`config.mk`:
```
export PLATFORM = sky130hd
export DESIGN_NAME = pio_shift_engine
export DESIGN_NICKNAME = d
export VERILOG_FILES = /design/src/rtl/pio_shift_engine.sv
export SDC_FILE = /design/constraint.sdc
export NUM_CORES = 1
export LEC_CHECK = 0
export CORE_MARGIN = 5
export CORE_UTILIZATION = 45
export DETAILED_ROUTE_END_ITERATION = 12
export PLACE_DENSITY = 0.65
export SLEW_MARGIN = 10
export SYNTH_ARGS = -nofsm -noshare
export SYNTH_HDL_FRONTEND = slang
export SYNTH_SLANG_ARGS = --single-unit
```
`constraint.sdc`:
```
create_clock -name clk -period 10.5 [get_ports clk]
set_clock_uncertainty 0.1 [all_clocks]
set_input_delay 2.1 -clock clk [delete_from_list [all_inputs] [get_ports clk]]
set_output_delay 2.1 -clock clk [all_outputs]
set_load 0.05 [all_outputs]
```
`src/rtl/pio_shift_engine.sv`:
```
// ISR/OSR shift unit for the PIO state machine: IN/OUT/PUSH/PULL with autopush/autopull.
// Define PIO_SHIFT_MOV_EN to add the MOV_ISR/MOV_OSR datapath.
module pio_shift_engine #(
    parameter int DATA_W = 32,
    localparam int CNT_W = $clog2(DATA_W)
) (
    input  logic              clk,
    input  logic              reset,
    input  logic              en,
    input  logic [2:0]        cmd,
    input  logic [CNT_W-1:0]  cmd_count,
    input  logic              cmd_block,
    input  logic              cmd_cond,
    input  logic [DATA_W-1:0] in_data,
    input  logic [DATA_W-1:0] x_in,
    input  logic              cfg_in_right,
    input  logic              cfg_out_right,
    input  logic              cfg_autopush,
    input  logic              cfg_autopull,
    input  logic [CNT_W-1:0]  cfg_push_thresh,
    input  logic [CNT_W-1:0]  cfg_pull_thresh,
    output logic [DATA_W-1:0] rx_data,
    output logic              rx_valid,
    input  logic              rx_ready,
    input  logic [DATA_W-1:0] tx_data,
    input  logic              tx_valid,
    output logic              tx_ready,
    output logic [DATA_W-1:0] out_data,
    output logic              stall,
    output logic [DATA_W-1:0] isr,
    output logic [DATA_W-1:0] osr,
    output logic [CNT_W:0]    isr_count,
    output logic [CNT_W:0]    osr_count
);

    localparam logic [CNT_W:0] FULL = (CNT_W+1)'(DATA_W);
    localparam logic [2:0] CMD_IN   = 3'd1;
    localparam logic [2:0] CMD_OUT  = 3'd2;
    localparam logic [2:0] CMD_PUSH = 3'd3;
    localparam logic [2:0] CMD_PULL = 3'd4;
`ifdef PIO_SHIFT_MOV_EN
    localparam logic [2:0] CMD_MOV_ISR = 3'd5;
    localparam logic [2:0] CMD_MOV_OSR = 3'd6;
`endif

    logic [DATA_W-1:0] isr_q, isr_d, osr_q, osr_d;
    logic [CNT_W:0]    isr_cnt_q, isr_cnt_d, osr_cnt_q, osr_cnt_d;

    logic [CNT_W:0]    n, t_push, t_pull, isr_cnt_inc, osr_cnt_inc;
    logic [CNT_W+1:0]  isr_sum, osr_sum;
    logic [DATA_W-1:0] mask, in_bits, isr_shift, osr_shift, out_val;
    logic              act;

    assign act    = en && !reset;
    assign n      = (cmd_count == '0) ? FULL : {1'b0, cmd_count};
    assign t_push = (cfg_push_thresh == '0) ? FULL : {1'b0, cfg_push_thresh};
    assign t_pull = (cfg_pull_thresh == '0) ? FULL : {1'b0, cfg_pull_thresh};

    // a shift by the full width yields zero, so the mask becomes all ones for n == DATA_W
    assign mask    = ~({DATA_W{1'b1}} << n);
    assign in_bits = in_data & mask;

    assign isr_shift = cfg_in_right ? ((isr_q >> n) | (in_bits << (FULL - n)))
                                    : ((isr_q << n) | in_bits);
    assign osr_shift = cfg_out_right ? (osr_q >> n) : (osr_q << n);
    assign out_val   = cfg_out_right ? (osr_q & mask) : (osr_q >> (FULL - n));

    assign isr_sum     = {1'b0, isr_cnt_q} + {1'b0, n};
    assign osr_sum     = {1'b0, osr_cnt_q} + {1'b0, n};
    assign isr_cnt_inc = (isr_sum > {1'b0, FULL}) ? FULL : isr_sum[CNT_W:0];
    assign osr_cnt_inc = (osr_sum > {1'b0, FULL}) ? FULL : osr_sum[CNT_W:0];

    always_comb begin
        isr_d     = isr_q;
        isr_cnt_d = isr_cnt_q;
        osr_d     = osr_q;
        osr_cnt_d = osr_cnt_q;
        rx_valid  = 1'b0;
        rx_data   = isr_q;
        tx_ready  = 1'b0;
        stall     = 1'b0;
        out_data  = '0;
        if (act) begin
            case (cmd)
                CMD_IN: begin
                    if (cfg_autopush && isr_cnt_q >= t_push) begin
                        stall    = 1'b1;
                        rx_valid = 1'b1;
                        if (rx_ready) begin
                            isr_d     = '0;
                            isr_cnt_d = '0;
                        end
                    end else begin
                        isr_d     = isr_shift;
                        isr_cnt_d = isr_cnt_inc;
                        if (cfg_autopush && isr_cnt_inc >= t_push) begin
                            rx_valid = 1'b1;
                            rx_data  = isr_shift;
                            if (rx_ready) begin
                                isr_d     = '0;
                                isr_cnt_d = '0;
                            end
                        end
                    end
                end
                CMD_OUT: begin
                    if (cfg_autopull && osr_cnt_q >= t_pull) begin
                        stall = 1'b1;
                        if (tx_valid) begin
                            tx_ready  = 1'b1;
                            osr_d     = tx_data;
                            osr_cnt_d = '0;
                        end
                    end else begin
                        out_data  = out_val;
                        osr_d     = osr_shift;
                        osr_cnt_d = osr_cnt_inc;
                        if (cfg_autopull && osr_cnt_inc >= t_pull && tx_valid) begin
                            tx_ready  = 1'b1;
                            osr_d     = tx_data;
                            osr_cnt_d = '0;
                        end
                    end
                end
                CMD_PUSH: begin
                    if (!(cmd_cond && isr_cnt_q < t_push)) begin
                        rx_valid = 1'b1;
                        if (rx_ready || !cmd_block) begin
                            isr_d     = '0;
                            isr_cnt_d = '0;
                        end else begin
                            stall = 1'b1;
                        end
                    end
                end
                CMD_PULL: begin
                    if (!(cmd_cond && osr_cnt_q < t_pull)) begin
                        if (tx_valid) begin
                            tx_ready  = 1'b1;
                            osr_d     = tx_data;
                            osr_cnt_d = '0;
                        end else if (cmd_block) begin
                            stall = 1'b1;
                        end else begin
                            osr_d     = x_in;
                            osr_cnt_d = '0;
                        end
                    end
                end
`ifdef PIO_SHIFT_MOV_EN
                CMD_MOV_ISR: begin
                    isr_d     = in_data;
                    isr_cnt_d = '0;
                end
                CMD_MOV_OSR: begin
                    osr_d     = in_data;
                    osr_cnt_d = '0;
                end
`endif
                default: ;
            endcase
        end
    end

    always_ff @(posedge clk) begin
        if (reset) begin
            isr_q     <= '0;
            isr_cnt_q <= '0;
            osr_q     <= '0;
            osr_cnt_q <= FULL;
        end else begin
            isr_q     <= isr_d;
            isr_cnt_q <= isr_cnt_d;
            osr_q     <= osr_d;
            osr_cnt_q <= osr_cnt_d;
        end
    end

    assign isr       = isr_q;
    assign osr       = osr_q;
    assign isr_count = isr_cnt_q;
    assign osr_count = osr_cnt_q;

endmodule

```
==> results.sh <==
export IMPL_io_pins=268
export IMPL_final_common_cell="clkdlybuf4s50_1"
export IMPL_numCtsBuffers=9
export IMPL_synth_edf_count=0
export IMPL_first_pass_iters=6
export IMPL_cts_buffer_depth=2
export IMPL_chipWidth_um=205.6
export IMPL_syn_inst=2172
export IMPL_slowest_delay_ps=850
export IMPL_swShare_pct=48.53
export IMPL_cts_resized=0
export IMPL_cap_violations=0
export IMPL_cts_root_buf="clkbuf_16"
export IMPL_clkPwrFrac_pct=21.9
export IMPL_vias=20829
export IMPL_max_freq_ghz=0.1101
export IMPL_combPwrFrac_pct=55.9
export IMPL_rows=71
export IMPL_place_gp_congestion=1.076
export IMPL_hold_path_class="flop to flop"
export IMPL_cpMaxStageDelayCell="a211oi_1"
export IMPL_total_switching_power_mw=0.7137
export IMPL_postCtsSetupRepairBufs=0
export IMPL_yosys_warnings=0
export IMPL_maxSlewViolCount=0
export IMPL_groute_usage_overall_pct=41.43
export IMPL_end_kind="output pin"
export IMPL_syn_to_final_growth_pct=16.98
export IMPL_htreeDepth=3
export IMPL_clock_sinks=76
export IMPL_post_dp_hpwl_um=67420
export IMPL_grt_max_degree=90
export IMPL_rrSetupSlack_ps=5350
export IMPL_syn_nets=2333
export IMPL_place_ws_ps=1527
export IMPL_crit_type="input port to output pin"
export IMPL_ys_types=109
export IMPL_grt_pass1_vias=19399
export IMPL_seq_power_share_pct=22.2
export IMPL_setup_violations_final=0
export IMPL_clkSlewWorstSetupHoldPaths_ps=60
export IMPL_rsz0062_at_grt="false"
export IMPL_whs_ps=469.2
export IMPL_setup_slack_ps=1416
export IMPL_hold_viol=0
export IMPL_min_period_over_period_pct=86.51
export IMPL_cp_data_arrival_time_ps=6880
export IMPL_die_h_um=205.6
export IMPL_clock_latency_ps=370
export IMPL_drc=0
export IMPL_drive_above_1_share_pct=16.79
export IMPL_tightest_slew_ps=1064
export IMPL_grt_pass1_wl_um=132300
export IMPL_core_area_um2=37760
export IMPL_start_kind="input port"
export IMPL_avgSynthCellArea_um2=7.925
export IMPL_synth_flop_cell="dfxtp_1"
export IMPL_cts_tree="built"
export IMPL_path_cells="buf_6 -> buf_4 -> nor2_1 -> a2111o_1 -> o21a_2 -> a211oi_1 -> o31ai_1 -> a211oi_1 -> o31ai_1 -> clkdlybuf4s50_1"
export IMPL_initial_utilization_pct=45.59
export IMPL_wl_um=90810
export IMPL_drtIter0Drc=3465
export IMPL_synth_seq_cells=76
export IMPL_grt_overflow=0
export IMPL_relSlewSlack_pct=28.96
export IMPL_fin_crit_ps=9084
export IMPL_io_buffers=267
export IMPL_synth_seq_area_share_pct=8.838
export IMPL_fin_nets=2407
export IMPL_path_max_fanout=62
export IMPL_critPathBufInv=3
export IMPL_syn_cell_area_um2=17210
export IMPL_ant_nets=0
export IMPL_antenna_found_initial=0
export IMPL_routed_via_density=7.539
export IMPL_peakVddDrop_v=0.00006493
export IMPL_internal_power_mw=0.7569
export IMPL_leakage_nw=7.043
export IMPL_die_area_um2=42270
export IMPL_tns_ps=0
export IMPL_cts_hold_buf=0
export IMPL_p_per_area_nw_per_um2=73.03
export IMPL_layout_common_cells="253 x clkdlybuf4s50_1, 216 x nand2_1, 214 x nor2_1, 152 x mux4_2, 127 x a21oi_1"
export IMPL_fillers=3609
export IMPL_required_ps=8300
export IMPL_status="finished, final reports clean"
export IMPL_wl_per_cell_um=32.87
export IMPL_worst_path_dominant_cell_family="compound AO/OA/AOI/OAI gates"
export IMPL_synthArstFlopShare_pct=0
-- flip-flops by register name (all words and copies together) (netlist names) --
| signal | flops |
|---|---|
| isr | 32 |
| osr | 32 |
| isr_count | 6 |
| osr_count | 6 |
-- Yosys cell counts (34+ instances only) --
cell type	n	share of area (%)
mux2_2	61	4.0
mux4_2	152	20
ha_1	36	2.6
nor2_1	216	4.7
dfxtp_1	76	8.8
a22o_1	34	1.7
o221ai_1	37	1.9
clkbuf_1	155	3.4
mux2i_1	97	5.6
o21ai_0	126	3.7
nor3_1	52	1.5
a211oi_1	35	1.5
buf_2	55	1.6
nand2_1	216	4.7
nand3_1	47	1.4
o211ai_1	35	1.5
a21oi_1	128	3.7
-- power by group through the flow --
stage / Clock [mW] / Sequential (mW) / Combinational [mW]
after floorplan: 0 / 0.340 / 0.489
after global placement: 0 / 0.330 / 0.787
after detailed placement: 0 / 0.331 / 0.785
after CTS: 0.322 / 0.324 / 0.788
after global routing: 0.334 / 0.327 / 0.852
final: 0.322 / 0.327 / 0.822
-- per-layer routing --
| layer | routed length [um] | vias to the layer above | track usage [%] |
|---|---|---|---|
| li1 | - | 8651 | - |
| met1 | 35020 | 10024 | 57.33 |
| met2 | 37280 | 1817 | 58.47 |
| met3 | 12980 | 337 | 12.58 |
| met4 | 5533 | 0 | 20.45 |
| met5 | 0 | - | 0 |
-- logic make-up (layout without fill, tap and decap cells) --
family / after synthesis / in the layout / synth area share, %
compound gates: 735 / 735 / 30.78
xor+xnor: 16 / 16 / 0.8577
fa+ha+maj: 40 / 40 / 2.849
buf+inv: 314 / 393 / 8.540
flops: 76 / 76 / 8.838
mux: 310 / 310 / 29.52
other cells: 0 / 1 / 0
simple gates: 681 / 681 / 18.61
-- final timing paths --
check | cells after the start | start | endpoint
worst max register to register | 16 | osr_count[1]$_SDFFE_PP0P_ | osr[30]$_SDFFE_PP0P_
worst min register to register | 1 | osr_count[4]$_SDFFE_PP0P_ | osr_count[4]$_SDFFE_PP0P_
worst max-delay path | 10 | cmd_count[2] | rx_data[11]
worst min-delay path | 1 | osr_count[4]$_SDFFE_PP0P_ | osr_count[4]$_SDFFE_PP0P_
-- through the flow --
stage,instance area (um2),util (%),instances,power (mW)
global route,20130,53.33,2762,1.513
floorplan,17210,-,2172,0.8286
detailed placement,19840,52.55,2746,1.116
CTS,20130,53.33,2762,1.434
finish,20140,53.34,2763,1.471
global placement,19840,52.55,2746,1.117
-- layout make-up --
cell class	count	area (um2)	area share [%]
Tap cell	511	639.4	3.175
Clock buffer	10	239.0	1.187
Clock inverter	6	53.80	0.2672
Antenna cell	1	2.502	0.01243
Sequential cell	76	1521	7.556
Timing Repair Buffer	338	3233	16.06
Multi-Input combinational cell	1782	14300	71.01
Inverter	39	148.9	0.7394
(Power assumes the default switching activity.)
